`config.mk`:
```
export PLATFORM = sky130hd
export DESIGN_NAME = pm1_bist
export DESIGN_NICKNAME = d
export VERILOG_FILES = /design/src/rtl/pm1_bist.sv
export SDC_FILE = /design/constraint.sdc
export NUM_CORES = 1
export LEC_CHECK = 0
export ABC_AREA = 1
export BUFFER_PORTS_ARGS = -buffer_cell sky130_fd_sc_hd__buf_2
export CAP_MARGIN = 10
export CORE_UTILIZATION = 35
export CTS_CLUSTER_DIAMETER = 150
export DETAILED_ROUTE_END_ITERATION = 10
export GPL_ROUTABILITY_DRIVEN = 0
export PLACE_DENSITY = 0.64
export SYNTH_ARGS = -nofsm -noshare
export SYNTH_HDL_FRONTEND = slang
export SYNTH_SLANG_ARGS = --single-unit
```
`constraint.sdc`:
```
create_clock -name clk_pad -period 3.2 [get_ports clk_pad]
set_input_delay 0.32 -clock clk_pad [delete_from_list [all_inputs] [get_ports clk_pad]]
set_output_delay 0.32 -clock clk_pad [all_outputs]
set_load 0.01 [all_outputs]
```
`src/rtl/pm1_bist.sv`:
```
// pm1_bist: built-in self-test wrapper for the combinational pm1_comb netlist.
//
// A 16-bit LFSR drives the netlist's 16 input pads. A 16-bit MISR compacts
// the netlist's 13 output pads on every RUN cycle. A three-state FSM
// (IDLE -> RUN -> DONE) applies exactly PATTERNS vectors. It then exposes the
// final signature and compares it against GOLDEN.
//
// Parameters:
//   PATTERNS   vectors per run, 1..65535
//   LFSR_SEED  LFSR load value (nonzero)
//   MISR_INIT  MISR load value
//   GOLDEN     expected final signature
//
// Ports:
//   clk_pad    in   1   clock, rising edge
//   rst_n_pad  in   1   synchronous active-low reset
//   start_pad  in   1   level-sampled run request (ignored while running)
//   pat_pad    out  16  pattern to the netlist, straight from the LFSR register
//   resp_pad   in   13  netlist response to the pattern currently on pat_pad
//   busy_pad   out  1   high while in RUN
//   done_pad   out  1   high while in DONE
//   sig_pad    out  16  current MISR contents
//   pass_pad   out  1   DONE and signature equals GOLDEN
module pm1_bist #(
    parameter int unsigned PATTERNS  = 1024,
    parameter logic [15:0] LFSR_SEED = 16'hACE1,
    parameter logic [15:0] MISR_INIT = 16'h0000,
    parameter logic [15:0] GOLDEN    = 16'h0000
) (
    input  logic        clk_pad,
    input  logic        rst_n_pad,
    input  logic        start_pad,
    output logic [15:0] pat_pad,
    input  logic [12:0] resp_pad,
    output logic        busy_pad,
    output logic        done_pad,
    output logic [15:0] sig_pad,
    output logic        pass_pad
);

    typedef enum logic [1:0] {
        S_IDLE = 2'd0,
        S_RUN  = 2'd1,
        S_DONE = 2'd2
    } state_t;

    localparam logic [15:0] LAST_CNT = 16'(PATTERNS - 1);

    state_t      state_q, state_d;
    logic [15:0] lfsr_q, lfsr_d;
    logic [15:0] misr_q, misr_d;
    logic [15:0] cnt_q, cnt_d;

    function automatic logic [15:0] lfsr_step(input logic [15:0] v);
        return {v[14:0], v[15] ^ v[13] ^ v[12] ^ v[10]};
    endfunction

    function automatic logic [15:0] misr_step(input logic [15:0] m, input logic [12:0] r);
        return {m[14:0], m[15] ^ m[14] ^ m[12] ^ m[3]} ^ {3'b000, r};
    endfunction

    always_comb begin
        state_d = state_q;
        lfsr_d  = lfsr_q;
        misr_d  = misr_q;
        cnt_d   = cnt_q;
        unique case (state_q)
            S_IDLE: begin
                lfsr_d = LFSR_SEED;
                misr_d = MISR_INIT;
                cnt_d  = 16'd0;
                if (start_pad) begin
                    state_d = S_RUN;
                end
            end
            S_RUN: begin
                // The response sampled here belongs to the pattern being
                // retired on this same edge; the netlist adds no latency.
                misr_d = misr_step(misr_q, resp_pad);
                lfsr_d = lfsr_step(lfsr_q);
                cnt_d  = cnt_q + 16'd1;
                if (cnt_q == LAST_CNT) begin
                    state_d = S_DONE;
                end
            end
            S_DONE: begin
                // Reload and enter RUN on the same edge so that runs can be
                // issued back-to-back without passing through IDLE.
                if (start_pad) begin
                    lfsr_d  = LFSR_SEED;
                    misr_d  = MISR_INIT;
                    cnt_d   = 16'd0;
                    state_d = S_RUN;
                end
            end
            default: begin
                state_d = S_IDLE;
            end
        endcase
    end

    always_ff @(posedge clk_pad) begin
        if (!rst_n_pad) begin
            state_q <= S_IDLE;
            lfsr_q  <= LFSR_SEED;
            misr_q  <= MISR_INIT;
            cnt_q   <= 16'd0;
        end else begin
            state_q <= state_d;
            lfsr_q  <= lfsr_d;
            misr_q  <= misr_d;
            cnt_q   <= cnt_d;
        end
    end

    assign pat_pad  = lfsr_q;
    assign sig_pad  = misr_q;
    assign busy_pad = (state_q == S_RUN);
    assign done_pad = (state_q == S_DONE);
    assign pass_pad = (state_q == S_DONE) && (misr_q == GOLDEN);

endmodule

```
# Yosys cells after proc, flatten, opt, wreduce, memory -nomap -nowiden
# Cells that the tools add are included.
[op_classes]
add_sub_neg = 1
n_eq_ne = 6
n_mux = 8
bitwise = 7
reduce_logical = 7
[op_table]
columns = ["operator", "count"]
rows = [
  ["$pmux 16 s3", 3],
  ["$mux 16", 2],
  ["$add 16x1->16 const B", 1],
  ["$eq 16x10->1 const B", 1],
  ["$logic_not 16->1", 1],
  ["$xor 16x13->16", 1],
  ["$xor 1x1->1", 6],
  ["$mux 2", 2],
  ["$ne 2x1->1 const B", 2],
  ["$pmux 2 s2", 1],
  ["$reduce_and 2->1", 2],
  ["$reduce_bool 3->1", 1],
  ["$eq 2x1->1 const B", 1],
  ["$eq 2x2->1 const B", 1],
  ["$logic_not 2->1", 1],
  ["$ne 2x2->1 const B", 1],
  ["$reduce_or 2->1", 1],
  ["$logic_and 1x1->1", 1],
]
[totals]
ff_bits = 50
out_inout_bits = 35
wordCells = 33

# Depth between registers and ports, before layout
[depth]
depth_word = 5
ltp_mapped = 9

# Worst setup path before layout
# No wires, ideal clock.
[synth_timing]
kind = "reg-to-output"
from = "reg state_q[1]"
to = "out pass_pad"
arrival_ns = 1.129
t_required_ns = 2.880
setup_slack_ns = 1.751
path_stages_with_launch = 5
path_cell_list = "dfxtp_1 -> inv_1 -> nor2_1 -> nand3_1 -> nor4_1"
[synth_between]
elab_chain_cells = 2
[synth_rtl]
columns = ["element", "line", "text"]
rows = [
  ["from (decl)", "49", "state_t state_q, state_d;"],
  ["from (signal assigned)", "109", "state_q <= state_d;"],
  ["$eq 2x2->1", "--", ""],
  ["via done_pad", "36", "output logic done_pad,"],
  ["$logic_and 1x1->1", "120", "assign pass_pad = (state_q == S_DONE) && (misr_q == GOLDEN);"],
  ["to (decl)", "38", "output logic pass_pad"],
]
# The timed path passes the listed nets, and every way through them passes these cells.

# Final worst setup path
[layout_timing]
from = "reg state_q[0]"
to = "out busy_pad"
[layout_between]
elab_chain_cells = 1
[layout_rtl]
columns = ["element", "line", "text"]
rows = [
  ["$eq 2x1->1", "118", "assign busy_pad = (state_q == S_RUN);"],
  ["to (decl)", "35", "output logic busy_pad,"],
]
# Every way passes these cells.

==> results.toml <==
[global_route]
grt_pass1_vias = 2058
grt-ovfl-total = 0
grt_use_total = 0.159
grt_first_pass_wirelength_um = 9170
antenna_found_initial = 0
grt_max_degree = 39

[synth]
synthCells = 329
ys_types = 28
synth_common_cells = "94 x nand2_1, 54 x a21oi_1, 50 x dfxtp_1, 24 x nor2_1, 24 x o21ai_0"
synth_nets = 347
async_flop_share = 0
synth_enable_flop_cells = 0
synth_area_leaders = "dfxtp_1 43%, nand2_1 15%, a21oi_1 12%, o21ai_0 5.2%, nor2_1 3.9%"
synth_top_cell_area_share = 0.433
yosysMostFrequentCell = "nand2_1"
yosysTopAreaCell = "dfxtp_1"
yosys_warnings = 0
netlist_area_um2 = 2310
synth_flop_cell = "dfxtp_1"
avgSynthCellArea_um2 = 7.03
ys_ff_latch = 50
seq_area_frac_synth = 0.433

[timing]
worst_pin_slew_ps = 1040
slew_violations = 0
skew_ps = 9.66
finalWorstSetupSlack_ps = 1260
rsz0062_at_grt = "no"
slew-limit-headroom = 0.306
setup_viol = 0
clock.fmax_mhz = 514
final.setup.tns_ps = 0
min_period_ps = 1940
fin_crit_sh = 0.608
hold_viol_final = 0

[die]
dieArea_um2 = 6940
ios = 51
die_w_um = 83.3
start_util = 0.364
coreArea_um2 = 6350
rows = 29
fp.dieH_um = 83.3

[power_and_ir_drop]
max-vdd-ir-drop_mv = 0.318
power_density_nw_per_um2 = 451
p_leak_uw = 0.00104

[drt]
drc = 0
vias = 2248
dr_wl_met3_um = 176
avgViaCountPerCell = 4.98
drt-pass1-iter-count = 4
highest_layer = "met4"
routedWlPerCell_um = 11.9
ant_nets = 0
dr.first_iter.drc_count = 140
wl_met1_um = 2550
routed_wl_um = 5360
met2_length_um = 2560

[finish]
multi_input_area_um2 = 1130
antenna_cells = 0
syn2layout_area_growth_pct = 16.3
final_layout_size_suffix_gt1_frac = 0.182
regArea_um2 = 1000
nNetsFinal = 391
nFillCells = 655

[clock_tree]
cts_buffer_depth = 2
cts_buffers = 5
cts_resized = 0
cts_tree = "yes"
insertion_delay_ps = 310
cts-root-buf = "clkbuf_8"
cts.sinks = 50
hold_buffers = 0
clk_pin_slew_worst_paths_ps = 100
htree_num_levels = 2
cts_setup_buffers = 0

[outcome]
status = "completed"

[flow_run]
drv_cap = 0

[placed_design]
dp_slack_ps = 1410
io_buffers = 50
dp_hpwl_um = 3630

[setup_path]
setup.worst_path.class = "flip-flop to output pin"
path_max_fanout = 27
worstPathArrival_ps = 1620
cp.required_ps = 2880
cp-end-kind = "output pin"
cp-start-kind = "flip-flop"

[worst_hold_path]
min_path_type = "primary input to flip-flop"
cells in the final DEF (no fill, tap or decap), types with 2 or more instances in the layout:
cell	instances
buf_2	50
o21ai_1	2
clkbuf_8	5
o21ai_0	24
nand3_1	14
nor2_1	24
a21oi_1	54
o22ai_1	7
ha_1	2
inv_2	3
xnor2_1	3
inv_1	21
dfxtp_1	50
nand2_1	94
nand4_1	6
nand3_2	2
worst paths after layout:
path | startpoint | to | slack [ps] | cells after the start
worst max-delay path | state_q[0] | busy_pad | 1260 | 4
worst min-delay path | start_pad | state_q[1] | 290 | 4
worst max register to register | state_q[0] | cnt_q[9] | 1400 | 8
worst min register to register | pat_pad[0] | pat_pad[1] | 480 | 2
metal layers:
| metal | up-vias | global-route usage |
|---|---|---|
| met3 | 7 | 0.0298 |
| li1 | 1179 | - |
| met1 | 1015 | 0.190 |
| met5 | - | 0 |
| met4 | 0 | 0.0596 |
| met2 | 47 | 0.280 |
report_power, final:
group / switching (uW) / internal, uW
clock: 220 / 235
combinational: 63.3 / 40.6
sequential: 17.7 / 639
final cells by class:
cell class | count | share of cell area
Multi-Input combinational cell | 241 | 0.421
Sequential cell | 50 | 0.372
Timing Repair Buffer | 51 | 0.0958
Tap cell | 77 | 0.0358
Inverter | 24 | 0.0335
Clock buffer | 5 | 0.0256
Clock inverter | 3 | 0.0163
through the flow:
| stage | cell area [um2] | utilization | hold WS (ps) | instances | total power (uW) |
|---|---|---|---|---|---|
| 6_report | 2690 | 0.424 | 291 | 451 | 1210 |
| 5_1_grt | 2690 | 0.424 | 288 | 451 | 1270 |
| 4_1_cts | 2690 | 0.424 | 283 | 451 | 1230 |
| 3_5_place_dp | 2580 | 0.406 | 470 | 443 | 775 |
| 3_3_place_gp | 2580 | 0.406 | 463 | 443 | 774 |
| 2_1_floorplan | 2310 | - | 443 | 329 | 737 |
flip-flops by register name, summed over array words and instances, names as in the netlist:
name,count
cnt_q,16
state_q,2
pat_pad,16
sig_pad,16
worst max-delay path, cell delays in order, from the launching register on:
cell	delay [ps]
dfxtp_1	420
nand2_1	70
buf_4	220
inv_2	380
buf_2	220
logic make-up after synthesis:
logic type      count (synthesis)  share of synthesized area
fa+ha+maj                       2                     0.0108
buf+inv                        38                     0.0774
compound gates                 89                      0.200
flops                          50                      0.433
xor+xnor                        4                     0.0152
simple gates                  146                      0.264
Note: power is estimated with default switching activity, not from simulation.
